$ cat src/rtl/msrv32_fetch_queue_pkg.sv
// Shared definitions for the instruction fetch queue: FSM encoding, queue entry layout, NOP word, boot address.
// Latency: n/a (types and constants only).
// Backpressure: n/a.
package msrv32_fetch_queue_pkg;

    typedef enum logic [1:0] {
        ST_IDLE = 2'd0,     // no request outstanding
        ST_WAIT = 2'd1,     // one request outstanding, response will be kept
        ST_DROP = 2'd2      // one request outstanding, response will be discarded
    } fetch_state_t;

    typedef struct packed {
        logic [31:0] pc;
        logic [31:0] instr;
    } fetch_entry_t;

    localparam logic [31:0]  NOP_INSTR         = 32'h0000_0013;
    localparam logic [31:0]  DEFAULT_BOOT_ADDR = 32'h0000_0000;
    localparam fetch_entry_t RESET_ENTRY       = {32'h0000_0000, NOP_INSTR};

    function automatic logic [31:0] word_align(input logic [31:0] addr);
        return {addr[31:2], 2'b00};
    endfunction

endpackage

$ cat src/rtl/msrv32_fetch_fifo.sv
// Two-entry {pc, instr} queue with push/pop/clear; entry 0 is always the head.
// Latency: a push is visible at the head the cycle after it is accepted.
// Backpressure: push is ignored when full (unless popped the same cycle); clear wins over push/pop.
// Ports: i_clk/i_rst_n clock and async active-low reset; i_clear flush; i_push/i_push_dat write;
//        i_pop remove head; o_head_dat head payload; o_count occupancy 0..2.
module msrv32_fetch_fifo
    import msrv32_fetch_queue_pkg::*;
(
    input  logic        i_clk,
    input  logic        i_rst_n,
    input  logic        i_clear,
    input  logic        i_push,
    input  logic [63:0] i_push_dat,
    input  logic        i_pop,
    output logic [63:0] o_head_dat,
    output logic [1:0]  o_count
);

    logic [63:0] r_ent0;
    logic [63:0] r_ent1;
    logic [1:0]  r_count;
    logic        w_pop_ok;
    logic        w_push_ok;

    assign w_pop_ok  = i_pop && (r_count != 2'd0);
    assign w_push_ok = i_push && ((r_count != 2'd2) || w_pop_ok);

    always_ff @(posedge i_clk or negedge i_rst_n) begin
        if (!i_rst_n) begin
            r_ent0  <= RESET_ENTRY;
            r_ent1  <= RESET_ENTRY;
            r_count <= 2'd0;
        end else if (i_clear) begin
            r_count <= 2'd0;
        end else begin
            case ({w_push_ok, w_pop_ok})
                2'b10: begin
                    if (r_count == 2'd0) r_ent0 <= i_push_dat;
                    else                 r_ent1 <= i_push_dat;
                    r_count <= r_count + 2'd1;
                end
                2'b01: begin
                    r_ent0  <= r_ent1;
                    r_count <= r_count - 2'd1;
                end
                2'b11: begin
                    // Occupancy unchanged: new word lands behind whatever survives the pop.
                    if (r_count == 2'd1) begin
                        r_ent0 <= i_push_dat;
                    end else begin
                        r_ent0 <= r_ent1;
                        r_ent1 <= i_push_dat;
                    end
                end
                default: ;
            endcase
        end
    end

    assign o_head_dat = r_ent0;
    assign o_count    = r_count;

endmodule

$ cat src/rtl/msrv32_fetch_queue.sv
// Instruction fetch front end: issues one word fetch at a time into a 2-entry queue feeding decode.
// Latency: request cycle N, ack cycle N+1, instruction at head in cycle N+2.
// Backpressure: stall_in holds the head; fetching pauses while the queue holds 2 entries.
// Ports: ms_riscv32_mp_clk_in/ms_riscv32_mp_rst_in clock and async active-low reset;
//        imem_* instruction memory request/response; branch_* redirect from execute;
//        stall_in decode hold; instr_*_out head entry to decode; flush_out = no valid head.
// Optional: MSRV32_FETCH_PERF_EN adds perf_bubble_cnt_out (saturating count of unstalled empty cycles).
module msrv32_fetch_queue
    import msrv32_fetch_queue_pkg::*;
#(
    parameter logic [31:0] BOOT_ADDR = DEFAULT_BOOT_ADDR
) (
    input  logic        ms_riscv32_mp_clk_in,
    input  logic        ms_riscv32_mp_rst_in,
    output logic        imem_req_out,
    output logic [31:0] imem_addr_out,
    input  logic        imem_ack_in,
    input  logic [31:0] imem_rdata_in,
    input  logic        branch_taken_in,
    input  logic [31:0] branch_target_in,
    input  logic        stall_in,
    output logic        instr_valid_out,
    output logic [31:0] instr_out,
    output logic [31:0] instr_pc_out,
`ifdef MSRV32_FETCH_PERF_EN
    output logic [31:0] perf_bubble_cnt_out,
`endif
    output logic        flush_out
);

    fetch_state_t r_state;
    fetch_state_t w_state_nxt;
    logic [31:0]  r_pc;
    logic [31:0]  r_issued_pc;
    logic         w_req;
    logic         w_push;
    logic         w_pop;
    logic         w_valid;
    logic [1:0]   w_count;
    logic [63:0]  w_head_dat;
    fetch_entry_t w_head;
    fetch_entry_t w_push_ent;

    always_comb begin
        w_state_nxt = r_state;
        w_req       = 1'b0;
        w_push      = 1'b0;
        case (r_state)
            ST_IDLE: begin
                if (!branch_taken_in && (w_count != 2'd2)) begin
                    w_req       = 1'b1;
                    w_state_nxt = ST_WAIT;
                end
            end
            ST_WAIT: begin
                if (imem_ack_in) begin
                    // A redirect in the ack cycle makes this word stale.
                    w_push      = !branch_taken_in;
                    w_state_nxt = ST_IDLE;
                end else if (branch_taken_in) begin
                    w_state_nxt = ST_DROP;
                end
            end
            ST_DROP: begin
                if (imem_ack_in) w_state_nxt = ST_IDLE;
            end
            default: w_state_nxt = ST_IDLE;
        endcase
    end

    always_ff @(posedge ms_riscv32_mp_clk_in or negedge ms_riscv32_mp_rst_in) begin
        if (!ms_riscv32_mp_rst_in) begin
            r_state     <= ST_IDLE;
            r_pc        <= BOOT_ADDR;
            r_issued_pc <= BOOT_ADDR;
        end else begin
            r_state <= w_state_nxt;
            if (branch_taken_in)  r_pc <= word_align(branch_target_in);
            else if (w_req)       r_pc <= r_pc + 32'd4;
            if (w_req)            r_issued_pc <= r_pc;
        end
    end

    assign w_push_ent = '{pc: r_issued_pc, instr: imem_rdata_in};
    assign w_valid    = (w_count != 2'd0);
    assign w_pop      = w_valid && !stall_in;

    msrv32_fetch_fifo u_fifo (
        .i_clk      (ms_riscv32_mp_clk_in),
        .i_rst_n    (ms_riscv32_mp_rst_in),
        .i_clear    (branch_taken_in),
        .i_push     (w_push),
        .i_push_dat (w_push_ent),
        .i_pop      (w_pop),
        .o_head_dat (w_head_dat),
        .o_count    (w_count)
    );

    assign w_head = w_head_dat;

    // Request is combinational from IDLE, so gate it to stay quiet while reset is held.
    assign imem_req_out    = w_req && ms_riscv32_mp_rst_in;
    assign imem_addr_out   = r_pc;
    assign instr_valid_out = w_valid;
    assign instr_out       = w_valid ? w_head.instr : NOP_INSTR;
    assign instr_pc_out    = w_valid ? w_head.pc : 32'h0000_0000;
    assign flush_out       = !w_valid;

`ifdef MSRV32_FETCH_PERF_EN
    logic [31:0] r_bubble_cnt;

    always_ff @(posedge ms_riscv32_mp_clk_in or negedge ms_riscv32_mp_rst_in) begin
        if (!ms_riscv32_mp_rst_in) begin
            r_bubble_cnt <= 32'h0000_0000;
        end else if (!w_valid && !stall_in && (r_bubble_cnt != 32'hFFFF_FFFF)) begin
            r_bubble_cnt <= r_bubble_cnt + 32'd1;
        end
    end

    assign perf_bubble_cnt_out = r_bubble_cnt;
`endif

endmodule

$ cat config.mk
export PLATFORM = sky130hd
export DESIGN_NAME = msrv32_fetch_queue
export DESIGN_NICKNAME = d
export VERILOG_FILES = /design/src/rtl/msrv32_fetch_queue_pkg.sv /design/src/rtl/msrv32_fetch_fifo.sv /design/src/rtl/msrv32_fetch_queue.sv
export SDC_FILE = /design/constraint.sdc
export NUM_CORES = 1
export LEC_CHECK = 0
export ABC_AREA = 1
export BUFFER_PORTS_ARGS = -buffer_cell sky130_fd_sc_hd__buf_2
export CORE_UTILIZATION = 45
export DETAILED_ROUTE_END_ITERATION = 7
export HOLD_SLACK_MARGIN = 0.08
export PLACE_DENSITY = 0.66
export SLEW_MARGIN = 20
export SYNTH_ARGS = -nofsm -noshare
export SYNTH_HDL_FRONTEND = slang
export SYNTH_HIERARCHICAL = 1
export SYNTH_SLANG_ARGS = --single-unit
$ cat constraint.sdc
create_clock -name ms_riscv32_mp_clk_in -period 3.65 [get_ports ms_riscv32_mp_clk_in]
set_clock_uncertainty 0.2 [all_clocks]
set_input_delay 0 -clock ms_riscv32_mp_clk_in [delete_from_list [all_inputs] [get_ports ms_riscv32_mp_clk_in]]
set_output_delay 0 -clock ms_riscv32_mp_clk_in [all_outputs]
set_load 0.05 [all_outputs]
==> summary.txt <==
Layout
  – Final nets: approximately 1700
  – Fillers: 2140
  – Area growth from synthesis to layout: 22.2%
  – Fin area: about 13000 µm²
  – Multi-input logic area: 4480 µm²
  – Area occupied by registers: about 4800 µm²
  – Antenna Cells: 0
  – Fraction of layout cells with a size suffix above 1: 0.161

Drt
  – Wire per inst: 14.5 µm
  – Via Count: 9553
  – TritonRoute pass-1 iters: 5
  – Met2 Routed Length: ~13000 µm
  – DRC: 0
  – DR iter-0 viols: slightly below 700
  – Top Metal Used: met4
  – Total wire length: 27900 µm
  – Post-route ant nets: 0
  – Met3 wire len: ~1600 µm
  – Via/cell ratio: 4.97
  – Met1 WL: between 10000 and 15000 µm

Timing
  – Fin crit period: approximately 2.8 ns
  – Hold WS: roughly 0.15 ns
  – Max transition margin: 0.446
  – FMAX: between 300 and 400 MHz
  – Final setup vio count: 0
  – Period utilization: 0.764
  – Final Slew Violations: 0
  – Final hold violation count: 0
  – Final worst setup slack: ~0.86 ns
  – RSZ-0062 raised after global routing: false
  – Worst slew pin tran: 0.832 ns
  – Setup_tns: 0 ns

Critical path
  – FF-to-FF End: u_fifo/o_head_dat[49]
  – R2R Setup Slk: between 0.8 and 0.9 ns
  – FF-to-FF path depth: 9
  – Worst path top cell family by delay: simple AND/OR/NAND/NOR gates
  – Worst flop-to-flop path startpoint: r_state[1]
  – Critical path class: reg2reg
  – Worst setup EP type: flip-flop
  – Worst path slowest cell: inv_2
  – Startpoint types: flip-flop
  – CP arrival: 2.95 ns
  – Maximum fanout along the worst path: 34
  – CP startpoint: r_state[1]
  – Critical Path RT: 3.81 ns
  – Crit-path max cell delay: ~0.54 ns
  – Crit path top cell by count: nand2_1
  – CP bufs+invs: 2
  – Critical path cell sequence: or2_2 -> nor3_1 -> nand3_1 -> nand2_1 -> nand2_2 -> inv_2 -> buf_4 -> nand2_1 -> nand2_1

Floorplan
  – Die area: ~23000 µm²
  – Row count: 54
  – Die width: 153 µm
  – Starting Density: 0.464
  – Die height: roughly 150 µm
  – Core area: ~22000 µm²
  – Io pins: 168

Clock tree
  – Clock transition at the registers of the reported paths: 0.08 ns
  – Num Clock Sinks: 192
  – Clock latency on the worst-skew pair: ~0.43 ns
  – CTS H-tree depth: 4
  – CTS tree: yes
  – Clock Root Buffer: clkbuf_16
  – Clk buf depth: 2
  – Total CTS buffers: 17

Placement
  – DP Wirelength: around 17000 µm
  – Dpl ws: ~0.93 ns
  – RD Place Congestion: roughly 0.9
  – IO Port Bufs: 163
  – DP Area: between 10000 and 15000 µm²

Yosys
  – Yosys cell types: 31
  – Synth top area share: 0.454
  – Async SR Flop Fraction: 1.00
  – Main synth FF type: dfrtp_1
  – Top cells by area, synth: dfrtp_1, nand2_1, nand3_1
  – Syn avg cell area: between 7 and 8 µm²
  – Number of synthesized flops with an enable pin: 0
  – Synth area leader: dfrtp_1
  – Sequential share of the synthesized area: 0.469
  – Seq cells post-synth: about 190
  – Synthesized area: 10300 µm²
  – Number of synthesis warnings: 6
  – Most common cell in the netlist: nand2_1
  – Synth cell count leaders: nand2_1, dfrtp_1, nand3_1
  – Synthesized instance count: between 1000 and 1500

Pwr
  – LEAKAGE: roughly 0.0068 µW
  – Max rail drop VDD: a little over 0.0004 V
  – Total Power: between 9000 and 10000 µW
  – Power Density: between 700 and 800 nW/µm²

Job
  – # Max-Cap Violations: 0

GRT
  – Overall Global Routing Usage: 0.247
  – Largest net degree at the start of global routing: 86
  – Antenna violations before repair: 0
  – Vias in the first global route: 9189
  – First-pass GRT wire length: roughly 46000 µm
  – Grt ovf: 0

Hold path
  – Hold path start: imem_rdata_in[20]
  – Hold Crit Endpoint: u_fifo/r_ent1[20]
  – Hold Path Depth: 4
  – Worst min path class: in2reg

Run status
  – Outcome: finished, final reports clean
metal layers:
layer / GRT usage / vias up
met5: 0 / -
met4: 0.0688 / 0
met3: 0.0357 / 32
met2: 0.401 / 324
met1: 0.343 / 4404
li1: - / 4793
worst reg2reg max path: stages (launching register included):
cell and delay, ns:
dfrtp_1 0.40, or2_2 0.31, nor3_1 0.40, nand3_1 0.19, nand2_1 0.12, nand2_2 0.07, inv_2 0.54, buf_4 0.36
nand2_1 0.08, nand2_1 0.06
metrics by stage:
stage / instances / util
global route: 1922 / 0.567
global placement: 1806 / 0.501
finish: 1922 / 0.567
floorplan: 1426 / -
CTS: 1922 / 0.567
detailed placement: 1806 / 0.501
area by class of cell:
cell class              instances  share of cell area
clock buffers                  18              0.0351
flip-flops and latches        192               0.384
repair buffers                263               0.146
multi-input cells            1032               0.358
clock inverters                14              0.0127
inverters                     123              0.0368
well taps                     280              0.0280
worst max path at each step:
| stage | endpoint | slack, ns | cells after the start |
|---|---|---|---|
| floorplan | u_fifo/r_ent1[34] | 1.65 | 10 |
| global placement | u_fifo/o_head_dat[48] | 0.98 | 9 |
| detailed placement | u_fifo/o_head_dat[48] | 0.93 | 9 |
| CTS | imem_addr_out[3] | 0.88 | 8 |
| global route | imem_addr_out[3] | 0.61 | 8 |
| finish | u_fifo/o_head_dat[49] | 0.86 | 9 |
state kept, by name, indices dropped and copies added, names as in the netlist:
name / cells
r_issued_pc: 30
imem_addr_out: 30
u_fifo/o_head_dat: 64
u_fifo/r_ent1: 64
r_state: 2
u_fifo/o_count: 2
power breakdown:
group,total (µW),internal (µW),switching (µW)
sequential,3760,3060,705
combinational,4280,1170,3110
clock,1900,1040,863
total,9950,5270,4680
cells in the final DEF (no fill, tap or decap), drive strengths merged:
master	count
or2	5
bufinv	2
a21oi	1
o21ai	36
dfrtp	186
nand3	184
nand4	3
dfstp	6
conb	6
ha	4
clkinvlp	4
o211ai	1
nor2	139
dlygate4sd3	83
clkbuf	19
nand2	624
inv	126
xor2	2
a22oi	13
buf	179
clkinv	5
a21boi	13
nor3	1
kinds of logic after synthesis:
logic type      share of synthesized area
buf+inv                            0.0977
other cells                      0.000366
simple gates                        0.388
xor+xnor                          0.00171
compound gates                     0.0378
fa+ha+maj                         0.00488
flops                               0.469
timing repair:
action                     CTS  global route
hold buffers                84             0
setup endpoints to repair    0             0
gates resized for setup      0             0
buffers inserted             0             0
hold endpoints to repair   211             0
(Power assumes the default switching activity.)
